==> config.mk <==
export PLATFORM = sky130hd
export DESIGN_NAME = slice_add_seq
export DESIGN_NICKNAME = d
export VERILOG_FILES = /design/src/rtl/slice_add_seq.sv
export SDC_FILE = /design/constraint.sdc
export NUM_CORES = 1
export LEC_CHECK = 0
export BUFFER_PORTS_ARGS = -buffer_cell sky130_fd_sc_hd__clkbuf_2
export CAP_MARGIN = 25
export CORE_ASPECT_RATIO = 0.6
export CORE_MARGIN = 2
export CORE_UTILIZATION = 57
export CTS_BUF_LIST = sky130_fd_sc_hd__clkbuf_16
export CTS_CLUSTER_SIZE = 40
export DETAILED_ROUTE_END_ITERATION = 16
export MAX_ROUTING_LAYER = met4
export PLACE_DENSITY = 0.92
export SLEW_MARGIN = 20
export SYNTH_ARGS = -nofsm -noshare
export SYNTH_HDL_FRONTEND = slang
export SYNTH_SLANG_ARGS = --single-unit
==> constraint.sdc <==
create_clock -name clk -period 6.1 [get_ports clk]
set_input_delay 1.22 -clock clk [delete_from_list [all_inputs] [get_ports clk]]
set_output_delay 1.22 -clock clk [all_outputs]
set_load 0.01 [all_outputs]
==> src/rtl/slice_add_seq.sv <==
// Multi-cycle wide adder: adds two N*K-bit operands one N-bit slice per clock,
// LSB slice first, with the inter-slice carry held in a register.
module slice_add_seq #(
  parameter int N = 4,
  parameter int K = 4
) (
  input  logic             clk,
  input  logic             rst_n,
  input  logic             in_valid,
  output logic             in_ready,
  input  logic [N*K-1:0]   a,
  input  logic [N*K-1:0]   b,
  input  logic             cin,
  output logic             out_valid,
  input  logic             out_ready,
  output logic [N*K-1:0]   sum,
  output logic             carry_out,
  output logic             busy
);

  localparam int W  = N * K;
  localparam int IW = (K > 1) ? $clog2(K) : 1;

  localparam logic [1:0] ST_IDLE = 2'd0;
  localparam logic [1:0] ST_RUN  = 2'd1;
  localparam logic [1:0] ST_DONE = 2'd2;

  localparam logic [IW-1:0] IDX_LAST = IW'(K - 1);

  logic [1:0]    state_q, state_d;
  logic [IW-1:0] idx_q, idx_d;
  logic          carry_q, carry_d;
  logic [W-1:0]  a_q, a_d;
  logic [W-1:0]  b_q, b_d;
  logic [W-1:0]  sum_q, sum_d;
  logic          co_q, co_d;
  logic          ov_q, ov_d;

  logic [N-1:0]  a_sl_s;
  logic [N-1:0]  b_sl_s;
  logic [N-1:0]  add_s_s;
  logic          add_c_s;
  int            shamt_s;
  logic [W-1:0]  slice_mask_s;
  logic [W-1:0]  slice_val_s;

  // Select the operand slices addressed by the slice index (AND-OR mux).
  always_comb begin
    a_sl_s = '0;
    b_sl_s = '0;
    for (int k = 0; k < K; k++) begin
      a_sl_s = a_sl_s | (a_q[k*N +: N] & {N{idx_q == IW'(k)}});
      b_sl_s = b_sl_s | (b_q[k*N +: N] & {N{idx_q == IW'(k)}});
    end
  end

  assign {add_c_s, add_s_s} = {1'b0, a_sl_s} + {1'b0, b_sl_s} + {{N{1'b0}}, carry_q};

  assign shamt_s      = int'(idx_q) * N;
  assign slice_mask_s = W'({N{1'b1}}) << shamt_s;
  assign slice_val_s  = W'(add_s_s) << shamt_s;

  // Next-state logic for the IDLE -> RUN -> DONE -> IDLE sequencer.
  always_comb begin
    state_d = state_q;
    idx_d   = idx_q;
    carry_d = carry_q;
    a_d     = a_q;
    b_d     = b_q;
    sum_d   = sum_q;
    co_d    = co_q;
    ov_d    = ov_q;
    case (state_q)
      ST_IDLE: begin
        if (in_valid) begin
          a_d     = a;
          b_d     = b;
          carry_d = cin;
          idx_d   = '0;
          state_d = ST_RUN;
        end else begin
          state_d = ST_IDLE;
        end
      end
      ST_RUN: begin
        sum_d   = (sum_q & ~slice_mask_s) | slice_val_s;
        carry_d = add_c_s;
        if (idx_q == IDX_LAST) begin
          co_d    = add_c_s;
          ov_d    = 1'b1;
          idx_d   = '0;
          state_d = ST_DONE;
        end else begin
          idx_d   = idx_q + IW'(1);
        end
      end
      ST_DONE: begin
        if (out_ready) begin
          ov_d    = 1'b0;
          state_d = ST_IDLE;
        end else begin
          ov_d    = 1'b1;
        end
      end
      default: begin
        ov_d    = 1'b0;
        idx_d   = '0;
        state_d = ST_IDLE;
      end
    endcase
  end

  // State and datapath registers; reset discards any in-flight operation.
  always_ff @(posedge clk or negedge rst_n) begin
    if (!rst_n) begin
      state_q <= ST_IDLE;
      idx_q   <= '0;
      carry_q <= 1'b0;
      a_q     <= '0;
      b_q     <= '0;
      sum_q   <= '0;
      co_q    <= 1'b0;
      ov_q    <= 1'b0;
    end else begin
      state_q <= state_d;
      idx_q   <= idx_d;
      carry_q <= carry_d;
      a_q     <= a_d;
      b_q     <= b_d;
      sum_q   <= sum_d;
      co_q    <= co_d;
      ov_q    <= ov_d;
    end
  end

  assign in_ready  = (state_q == ST_IDLE);
  assign busy      = (state_q != ST_IDLE);
  assign out_valid = ov_q;
  assign sum       = sum_q;
  assign carry_out = co_q;

endmodule

* After elaboration in Yosys (flattened, before gate mapping)
Cells that the tools add are included.
** Storage, ports and cells
- Bits in registers :: 55
- Output and inout port bits :: 20
- Logic and storage cells :: 62
** Cells by class
- Mux-type cells :: 12
- $add $sub $neg :: 3
- Reduce and logical (&&, ||, !) cells :: 10
- Eq/ne operators :: 8
- Bitwise operators :: 19
- Shifts and indexed selects :: 2
** Operator list (count)
- $and 4x4->4 :: 8
- $or 4x4->4 :: 6
- $and 16x16->16 :: 1
- $not 16->16 :: 1
- $or 16x16->16 :: 1
- $shl 4x4->16 :: 1
- $shl 4x4->16 const A :: 1
- $pmux 2 s3 :: 2
- $reduce_and 2->1 :: 6
- $mux 2 :: 4
- $eq 2x2->1 const B :: 3
- $ne 2x2->1 const B :: 3
- $add 4x4->5 :: 1
- $add 5x1->5 :: 1
- $eq 2x1->1 const B :: 2
- $logic_not 2->1 :: 2
- $mux 1 :: 4
- $reduce_bool 2->1 :: 2
- $pmux 1 s3 :: 1
- $add 2x1->2 const B :: 1
- $not 1->1 :: 2
- $pmux 1 s2 :: 1

* Longest topological paths before layout
Gate-level depths: netlist of run 1.
- Depth in word-level cells :: 9
- Depth in mapped cells :: 10
- Gate-level depth less buffers :: 9

* Worst setup path after synthesis of run 1
Ideal clock, no wire load.
- Path kind :: reg2reg
- From :: register idx_q[0]
- To :: register co_q (netlist: carry_out)
- Arrival :: 2.433 ns
- Path slack :: 3.538 ns
- Stages on the path, launching flop included :: 11
- Cells stage by stage :: dfrtp_1 > inv_1 > ha_1 > clkbuf_1 > a22oi_1 > nand2_1 > fa_1 > fa_1 > a21o_2 > a21oi_1 > o21ai_0
** Between the ends
- Cells in the longest elaborated chain, start to end :: 7
- Elaborated cells between the ends (all ways) :: 21
- Those cells by class :: add/sub: 2; eq/ne: 3; bitwise: 14; reduce/logical: 2
** RTL lines
- start: declaration :: RTL line 31 : logic [IW-1:0] idx_q, idx_d;
- start signal: assignment :: RTL line 126 : idx_q <= idx_d;
- $eq 2x1->1 / $logic_not 2->1 (equally long branches) :: RTL line 52, 53
- $and 4x4->4 (on tied branches) :: RTL line 52, 53
- $or 4x4->4 (on tied branches) (3 in series) :: RTL line 52, 53
- $add 4x4->5 :: RTL line 57 : assign {add_c_s, add_s_s} = {1'b0, a_sl_s} + {1'b0, b_sl_s} + {{N{1'b0}}, carry_q};
- $add 5x1->5 :: RTL line 57
- end signal: assignment :: RTL line 131 : co_q <= co_d;
- end: declaration :: RTL line 36 : logic co_q, co_d;
Several ways; a longest one is shown, not always the timed one.
A chain may end at the register's enable or synchronous reset.

* Final worst setup path of run 1
- From :: register idx_q[0]
- To :: register carry_q
** Between the ends
- Cells in the longest elaborated chain, start to end :: 8
- Elaborated cells between the ends (all ways) :: 21
- Those cells by class :: add/sub: 2; eq/ne: 3; mux: 1; bitwise: 14; reduce/logical: 1
** RTL lines
- $eq 2x1->1 / $logic_not 2->1 (equally long branches) :: RTL line 52, 53
- $and 4x4->4 (on tied branches) :: RTL line 52, 53
- $or 4x4->4 (on tied branches) (3 in series) :: RTL line 52, 53
- $add 4x4->5 * :: RTL line 57
- $add 5x1->5 * :: RTL line 57
- $pmux 1 s2 * :: RTL line 73 : case (state_q)
- end signal: assignment :: RTL line 127 : carry_q <= carry_d;
- end: declaration :: RTL line 32 : logic carry_q, carry_d;
Every way passes the cells marked *; elsewhere a longest branch is shown, timed or not.

==> results of run 1 <==
[worst min-delay path: stages, from the launching register on]
cell     delay (ns)
dfrtp_1        0.35
nand2_1        0.06
o41ai_1        0.05
[registers in the layout, indices dropped and copies added (netlist names)]
register   count
carry_out      1
sum           16
state_q        2
b_q           16
out_valid      1
a_q           16
idx_q          2
carry_q        1
[cell type report]
type	count	area, um^2
well taps	60	75.1
repair buffers	58	295
inverters	7	26.3
clock buffers	5	125
fillers	307	1190
clock inverters	2	8.76
flip-flops and latches	55	1380
multi-input cells	129	1070
[per-layer routing]
layer  up-vias  wire, um  track usage
met5         -         0            -
met4         0        53       0.0597
met3         7       321       0.0598
met2        65      2480        0.341
met1       911      2530        0.346
li1        849         -            -
[logic make-up after synthesis]
logic type / share of synthesized area
DFF: 0.548
xor gates and xnor gates: 0.00349
and+or+nand+nor: 0.0673
adders and majority gates: 0.0658
buffers and inverters: 0.0249
muxes: 0.143
AOI/OAI and AO/OA: 0.147
[Yosys cell counts]
master	count
nor2b_1	4
a22oi_1	16
nand3b_1	1
clkbuf_1	3
a21boi_0	1
nor3b_1	1
a32o_1	4
a21oi_1	1
inv_1	7
dfrtp_1	55
buf_2	5
o21ai_1	2
nand2_1	21
o21ai_0	7
mux2_2	32
a21o_2	1
o221a_2	1
o22a_1	1
or3_4	1
nor2_1	4
and3_4	1
nor3_1	1
a22o_1	8
o31ai_1	4
a31oi_1	1
xnor2_1	1
o41ai_1	1
fa_1	2
or4_1	1
ha_1	10
a21o_1	1
[power by group through the flow]
stage	Sequential (uW)	Clock, uW	Combinational (uW)
global placement	627	0	755
global route	642	284	882
detailed placement	629	0	788
floorplan	615	0	554
finish	624	265	802
CTS	624	268	802
[worst min-delay path by stage]
stage / start / to / slack, ns / cells past startpoint
2_1_floorplan: a_q[8] / a_q[8] / 0.48 / 1
3_3_place_gp: sum[10] / sum[10] / 0.48 / 2
3_5_place_dp: sum[10] / sum[10] / 0.47 / 2
4_1_cts: sum[10] / sum[10] / 0.49 / 2
5_1_grt: sum[10] / sum[10] / 0.51 / 2
6_report: sum[10] / sum[10] / 0.49 / 2
[stage by stage]
step	power [uW]	instances	cell area [um^2]	util
4_1_cts	1690	316	2980	0.715
6_report	1690	316	2980	0.715
2_1_floorplan	1170	199	2510	-
3_5_place_dp	1420	309	2850	0.683
3_3_place_gp	1380	309	2850	0.683
5_1_grt	1810	316	2980	0.715
==> results.sh, run 1 <==
export IMPL_outcome="complete, no violations"
export IMPL_r2r_cells=9
export IMPL_netlist_area_um2=2510
export IMPL_p_int_uw=1040
export IMPL_fin_skew_ns=0.00317
export IMPL_sequentialPowerShare=0.369
export IMPL_r2r_slack_ns=3.22
export IMPL_cp_endpoint="carry_q"
export IMPL_dpl_hpwl_um=4000
export IMPL_rsz0062_at_grt="no"
export IMPL_power_frac_clock=0.157
export IMPL_clock_sinks=55
export IMPL_clkLatencyLatePin_ns=0.29
export IMPL_grt_pass1_vias=1751
export IMPL_path_delay_family="adder cells"
export IMPL_synthTopCellsByArea="dfrtp_1, mux2_2, ha_1"
export IMPL_drt_iter0_drc=67
export IMPL_final_common_cell="clkbuf_2"
export IMPL_core_area_um2=4170
export IMPL_worstPathArrival_ns=3.03
export IMPL_r2r_start="idx_q[0]"
export IMPL_cap_violations=0
export IMPL_cts_root_buffer="clkbuf_16"
export IMPL_initial_utilization=0.603
export IMPL_num_antenna_cells=0
export IMPL_yosysSeqAreaShare=0.548
export IMPL_die_area_um2=4970
export IMPL_worst_path_buf_inv=1
export IMPL_synthToLayoutAreaGrowth_pct=18.6
export IMPL_drt_total_wl_um=5390
export IMPL_postSynthNetCount=248
export IMPL_p_leak_uw=0.00143
export IMPL_first_pass_iters=4
export IMPL_path_common_cell="fa_1"
export IMPL_cts_resized=0
export IMPL_synthCells=199
export IMPL_grt_pass1_wl_um=8780
export IMPL_io_buffers=56
export IMPL_vdd_ir_drop_max_uv=260
export IMPL_period_share=0.472
export IMPL_clk_pin_slew_ns=0.06
export IMPL_max_slew_margin=0.558
export IMPL_endpoint_kind="register"
export IMPL_finalHoldViolCount=0
export IMPL_ctsHoldBuffers=0
export IMPL_start_kind="register"
export IMPL_wl_per_cell_um=17.0
export IMPL_worst_path_stages=9
export IMPL_grt_start_max_net_pins=56
export IMPL_avgSynthCellArea_um2=12.6
export IMPL_finalSetupViolCount=0
export IMPL_antenna_found_initial=0
export IMPL_final_setup_tns_ns=0
export IMPL_vias=1832
export IMPL_switching_share=0.386
export IMPL_antenna_left=0
export IMPL_dieHeight_um=55.4
export IMPL_io_pin_count=57
export IMPL_post_place_ws_ns=3.30
export IMPL_rr_endpoint="carry_q"
export IMPL_final_nets=305
export IMPL_min_path_type="reg -> reg"
export IMPL_synth_warnings=0
export IMPL_numCtsBuffers=5
export IMPL_fp_row_count=18
export IMPL_die_w_um=89.7
export IMPL_fin_ws_ns=3.22
export IMPL_track_usage=0.239
export IMPL_netlist_cell_type_count=31
export IMPL_min_period_ns=2.88
export IMPL_worstPathCellList="inv_1, ha_1, a22oi_1, nand2_1, fa_1, fa_1, a21o_2, a21oi_1, a31oi_1"
export IMPL_startpoint="idx_q[0]"
export IMPL_tightest_slew_ns=0.663
export IMPL_synth_top_area_cell="dfrtp_1"
export IMPL_viasPerCell=5.80
export IMPL_clock_path_buffers=2
export IMPL_hold_ws_ns=0.489
export IMPL_comb_power_share=0.474
export IMPL_timing_fmax_mhz=347
export IMPL_slew_violations=0
export IMPL_power_switching_uw=653
export IMPL_crit_type="reg -> reg"
export IMPL_critPathSlowestCell="dfrtp_1"
export IMPL_overflow=0
export IMPL_required_ns=6.25
export IMPL_cellPowerDensity_nw_per_um2=568
export IMPL_ys_ff_latch=55
export IMPL_post_cts_buffers=0
export IMPL_h_tree_depth=2
export IMPL_gp_congestion=0.823
export IMPL_synth_top_area_share=0.548
export IMPL_layout_drive_gt1_share=0.391
export IMPL_cts_tree="built"
export IMPL_worstPathMaxFanout=9
export IMPL_drcViolationCount=0
export IMPL_max_stage_delay_ns=0.49
export IMPL_final_cell_mix="clkbuf_2, dfrtp_1, mux2_2"
(Power assumes the default switching activity.)
==> inputs of run 2 (changes only) <==
- CORE_UTILIZATION: 57 -> 48
- PLACE_DENSITY: 0.92 -> 0.83
- clock period: 6.1 -> 2.45 ns (I/O delays scaled with it)
==> results.sh, run 2 (synthesis gave the netlist of run 1 again) <==
export IMPL_outcome="complete, no violations"
export IMPL_drcViolationCount=0
export IMPL_final_cell_mix="clkbuf_2, dfrtp_1, mux2_2"
export IMPL_vdd_ir_drop_max_uv=615
export IMPL_worstPathArrival_ns=2.56
export IMPL_period_share=0.972
export IMPL_start_kind="register"
export IMPL_grt_busiest_layer="met1"
export IMPL_fillers=417
export IMPL_seq_area_um2=1380
export IMPL_worstPathMaxFanout=5
export IMPL_final_setup_tns_ns=0
export IMPL_numCtsBuffers=5
export IMPL_min_period_ns=2.38
export IMPL_fp_row_count=20
export IMPL_max_slew_margin=0.615
export IMPL_finalInstanceArea_um2=3190
export IMPL_p_leak_uw=0.00151
export IMPL_finalSetupViolCount=0
export IMPL_endpoint_kind="register"
export IMPL_cts_root_buffer="clkbuf_16"
export IMPL_initial_utilization=0.497
export IMPL_io_pin_count=57
export IMPL_grt_pass1_wl_um=9160
export IMPL_synthToLayoutAreaGrowth_pct=27.2
export IMPL_tightest_slew_ns=0.578
export IMPL_rr_endpoint="sum[15]"
export IMPL_drt_iter0_drc=111
export IMPL_final_nets=319
export IMPL_grt_pass1_vias=1769
export IMPL_slew_violations=0
export IMPL_core_area_um2=5050
export IMPL_cts_tree="built"
export IMPL_first_pass_iters=4
export IMPL_post_place_ws_ns=-0.0190
export IMPL_wl_per_cell_um=16.7
export IMPL_h_tree_depth=2
export IMPL_antenna_left=0
export IMPL_r2r_cells=9
export IMPL_cellPowerDensity_nw_per_um2=1480
export IMPL_die_w_um=97.4
export IMPL_utilization=0.632
export IMPL_gr_usage_met3=0.0444
export IMPL_met1_usage=0.328
export IMPL_fin_skew_ns=0.00861
export IMPL_clock_sinks=55
export IMPL_cap_violations=0
export IMPL_timing_fmax_mhz=420
export IMPL_ctsHoldBuffers=0
export IMPL_track_usage=0.216
export IMPL_finalHoldViolCount=0
export IMPL_clock_path_buffers=2
export IMPL_viasPerCell=5.43
export IMPL_met2_usage=0.284
export IMPL_clkLatencyLatePin_ns=0.29
export IMPL_final_common_cell="clkbuf_2"
export IMPL_required_ns=2.63
export IMPL_crit_type="reg -> reg"
export IMPL_grt_start_max_net_pins=35
export IMPL_min_path_type="in -> async"
export IMPL_io_buffers=56
export IMPL_r2r_slack_ns=0.07
export IMPL_gp_congestion=0.936
export IMPL_vias=1831
export IMPL_antenna_found_initial=0
export IMPL_die_area_um2=5840
export IMPL_place_area_um2=2960
export IMPL_num_antenna_cells=0
export IMPL_fin_ws_ns=0.0697
export IMPL_r2r_start="idx_q[0]"
export IMPL_drt_total_wl_um=5640
export IMPL_layout_drive_gt1_share=0.480
export IMPL_clk_pin_slew_ns=0.07
export IMPL_dpl_hpwl_um=4210
export IMPL_overflow=0
export IMPL_multi_input_area_um2=1130
export IMPL_dieHeight_um=60.0
[run 2: critical path, stage by stage, from the launching register on]
cell and delay (ns):
dfrtp_2 0.40, inv_1 0.08, ha_2 0.22, buf_4 0.17, a22oi_2 0.15, nand2_1 0.12, ha_1 0.30, and3_4 0.18
or3_4 0.39, a32o_1 0.27
[run 2: worst max path at each step]
stage,start,to
after floorplan,idx_q[0],carry_out
after global placement,idx_q[0],carry_q
after detailed placement,idx_q[0],carry_out
after CTS,idx_q[1],sum[15]
after global routing,idx_q[0],sum[10]
final,idx_q[0],sum[15]
[run 2: final cells by class]
| type | instances | area share |
|---|---|---|
| multi-input cells | 129 | 0.354 |
| clock inverters | 3 | 0.0121 |
| well taps | 66 | 0.0259 |
| inverters | 7 | 0.00823 |
| repair buffers | 72 | 0.129 |
| flip-flops and latches | 55 | 0.431 |
| clock buffers | 5 | 0.0392 |
[run 2: power by group]
part	internal, uW	switching [uW]	total (uW)
clock network	477	313	790
registers	1300	272	1570
logic	1210	1160	2370
[run 2: repair_timing]
item	CTS	global route
pin swaps	1	2
buffers inserted	1	1
resized for setup	2	10
endpoints found under the setup margin	4	10
hold endpoints to repair	0	0
[run 2: stage by stage]
| stage | power, uW | instances | hold slack [ns] |
|---|---|---|---|
| after floorplan | 2930 | 199 | 0.194 |
| after global placement | 3660 | 327 | 0.475 |
| after detailed placement | 3740 | 327 | 0.479 |
| after CTS | 4610 | 336 | 0.205 |
| after global routing | 5060 | 337 | 0.219 |
| final | 4730 | 337 | 0.180 |
[run 2: layer usage]
| layer | vias to the layer above | wire length [um] |
|---|---|---|
| met5 | - | 0 |
| met4 | 0 | 89 |
| met3 | 8 | 344 |
| met2 | 58 | 2230 |
| met1 | 890 | 2970 |
| li1 | 875 | - |
==> inputs of run 3 (changes only) <==
- CORE_MARGIN: 2 -> not set
- GPL_TIMING_DRIVEN: not set -> 0
==> results.sh, run 3 (synthesis gave the netlist of run 1 again) <==
export IMPL_outcome="complete, no violations"
export IMPL_vias=1854
export IMPL_final_common_cell="clkbuf_2"
export IMPL_place_area_um2=2880
export IMPL_clock_sinks=55
export IMPL_fp_row_count=19
export IMPL_fillers=351
export IMPL_gp_congestion=0.794
export IMPL_numCtsBuffers=5
export IMPL_min_path_type="in -> async"
export IMPL_wl_per_cell_um=17.7
export IMPL_tightest_slew_ns=0.750
export IMPL_power_switching_uw=1800
export IMPL_finalInstanceArea_um2=3220
export IMPL_vdd_ir_drop_max_uv=598
export IMPL_required_ns=2.61
export IMPL_overflow=0
export IMPL_track_usage=0.236
export IMPL_clkLatencyLatePin_ns=0.29
export IMPL_top_layer="met4"
export IMPL_seq_area_um2=1380
export IMPL_antenna_found_initial=0
export IMPL_die_w_um=95.4
export IMPL_timing_fmax_mhz=412
export IMPL_drcViolationCount=0
export IMPL_core_area_um2=4800
export IMPL_sequentialPowerShare=0.327
export IMPL_min_period_ns=2.43
export IMPL_cap_violations=0
export IMPL_wl_met1_um=2850
export IMPL_grt_pass1_vias=1890
export IMPL_grt_pass1_wl_um=9200
export IMPL_final_cell_mix="clkbuf_2, dfrtp_1, mux2_2"
export IMPL_cts_tree="built"
export IMPL_initial_utilization=0.523
export IMPL_dpl_hpwl_um=4030
export IMPL_antenna_left=0
export IMPL_cellPowerDensity_nw_per_um2=1480
export IMPL_finalSetupViolCount=0
export IMPL_comb_power_share=0.509
export IMPL_dieHeight_um=58.0
export IMPL_endpoint_kind="register"
export IMPL_clock_path_buffers=2
export IMPL_worstPathMaxFanout=8
export IMPL_io_pin_count=57
export IMPL_rsz0062_at_grt="yes"
export IMPL_drt_iter0_drc=90
export IMPL_num_antenna_cells=0
export IMPL_fin_skew_ns=0.00600
export IMPL_synthToLayoutAreaGrowth_pct=28.1
export IMPL_viasPerCell=5.58
export IMPL_p_leak_uw=0.00151
export IMPL_switching_share=0.379
export IMPL_clk_pin_slew_ns=0.07
export IMPL_die_area_um2=5530
export IMPL_power_frac_clock=0.165
export IMPL_multi_input_area_um2=1190
export IMPL_grt_start_max_net_pins=56
export IMPL_hold_ws_ns=0.281
export IMPL_slew_violations=0
export IMPL_finalHoldViolCount=0
export IMPL_first_pass_iters=4
export IMPL_final_nets=318
export IMPL_cts_root_buffer="clkbuf_16"
export IMPL_layout_drive_gt1_share=0.498
export IMPL_period_share=0.990
export IMPL_drt_total_wl_um=5890
export IMPL_p_int_uw=2950
export IMPL_max_slew_margin=0.500
export IMPL_start_kind="register"
export IMPL_io_buffers=56
export IMPL_crit_type="reg -> reg"
export IMPL_wl_met2_um=2620
export IMPL_worstPathArrival_ns=2.59
export IMPL_h_tree_depth=2
export IMPL_ctsHoldBuffers=0
export IMPL_wl_met3_um=384
run 3: path summary, 6_finish.rpt:
path / start / end / slack (ns) / cells after the start
min reg2reg: sum[6] / sum[6] / 0.49 / 2
max: idx_q[1] / carry_q / 0.02 / 9
min in group clk: b[15] / b_q[15] / 0.43 / 2
max reg2reg: idx_q[1] / carry_q / 0.02 / 9
min: rst_n / sum[1] / 0.28 / 1
max in group asynchronous: rst_n / idx_q[1] / 1.64 / 1
run 3: metrics by stage:
stage          total power [uW]  utilization  setup TNS (ns)  setup slack (ns)  instances
6_report                   4750        0.670               0            0.0240        332
5_1_grt                    5030        0.670          -0.174           -0.0439        332
4_1_cts                    4620        0.659               0           0.00555        327
3_5_place_dp               3560        0.600           -2.96            -0.327        318
3_3_place_gp               3470        0.599           -2.01            -0.244        318
2_1_floorplan              2930            -               0            0.0140        199
run 3: worst max-delay path, cell delays in order, from the launching register on:
cell and delay, ns:
dfrtp_2 0.47, inv_4 0.09, ha_4 0.21, a22oi_2 0.17, nand2_1 0.10, fa_2 0.37, fa_2 0.38, a21o_2 0.23
a21oi_2 0.17, a31oi_1 0.10
run 3: per-layer routing:
metal	GRT usage	up-vias
met1	0.337	915
met2	0.336	71
li1	-	863
met4	0.0746	0
met3	0.0538	5
met5	-	-
run 3: what timing repair did:
action                     CTS  global route
pin swaps                    8            12
buffers inserted             5             6
setup endpoints to repair   14             8
resized for setup           20             6
run 3: layout make-up:
type	count	area share
Timing Repair Buffer	67	0.113
Clock inverter	2	0.0105
Buffer	4	0.00622
Clock buffer	5	0.0389
Inverter	7	0.00895
Sequential cell	55	0.429
Multi-Input combinational cell	129	0.370
Tap cell	63	0.0245
run 3: power groups by stage:
| stage | combinational (uW) | clock (uW) | sequential [uW] |
|---|---|---|---|
| after floorplan | 1400 | 0 | 1530 |
| after global placement | 1940 | 0 | 1530 |
| after detailed placement | 2010 | 0 | 1550 |
| after CTS | 2290 | 787 | 1550 |
| after global routing | 2610 | 823 | 1600 |
| final | 2420 | 783 | 1550 |
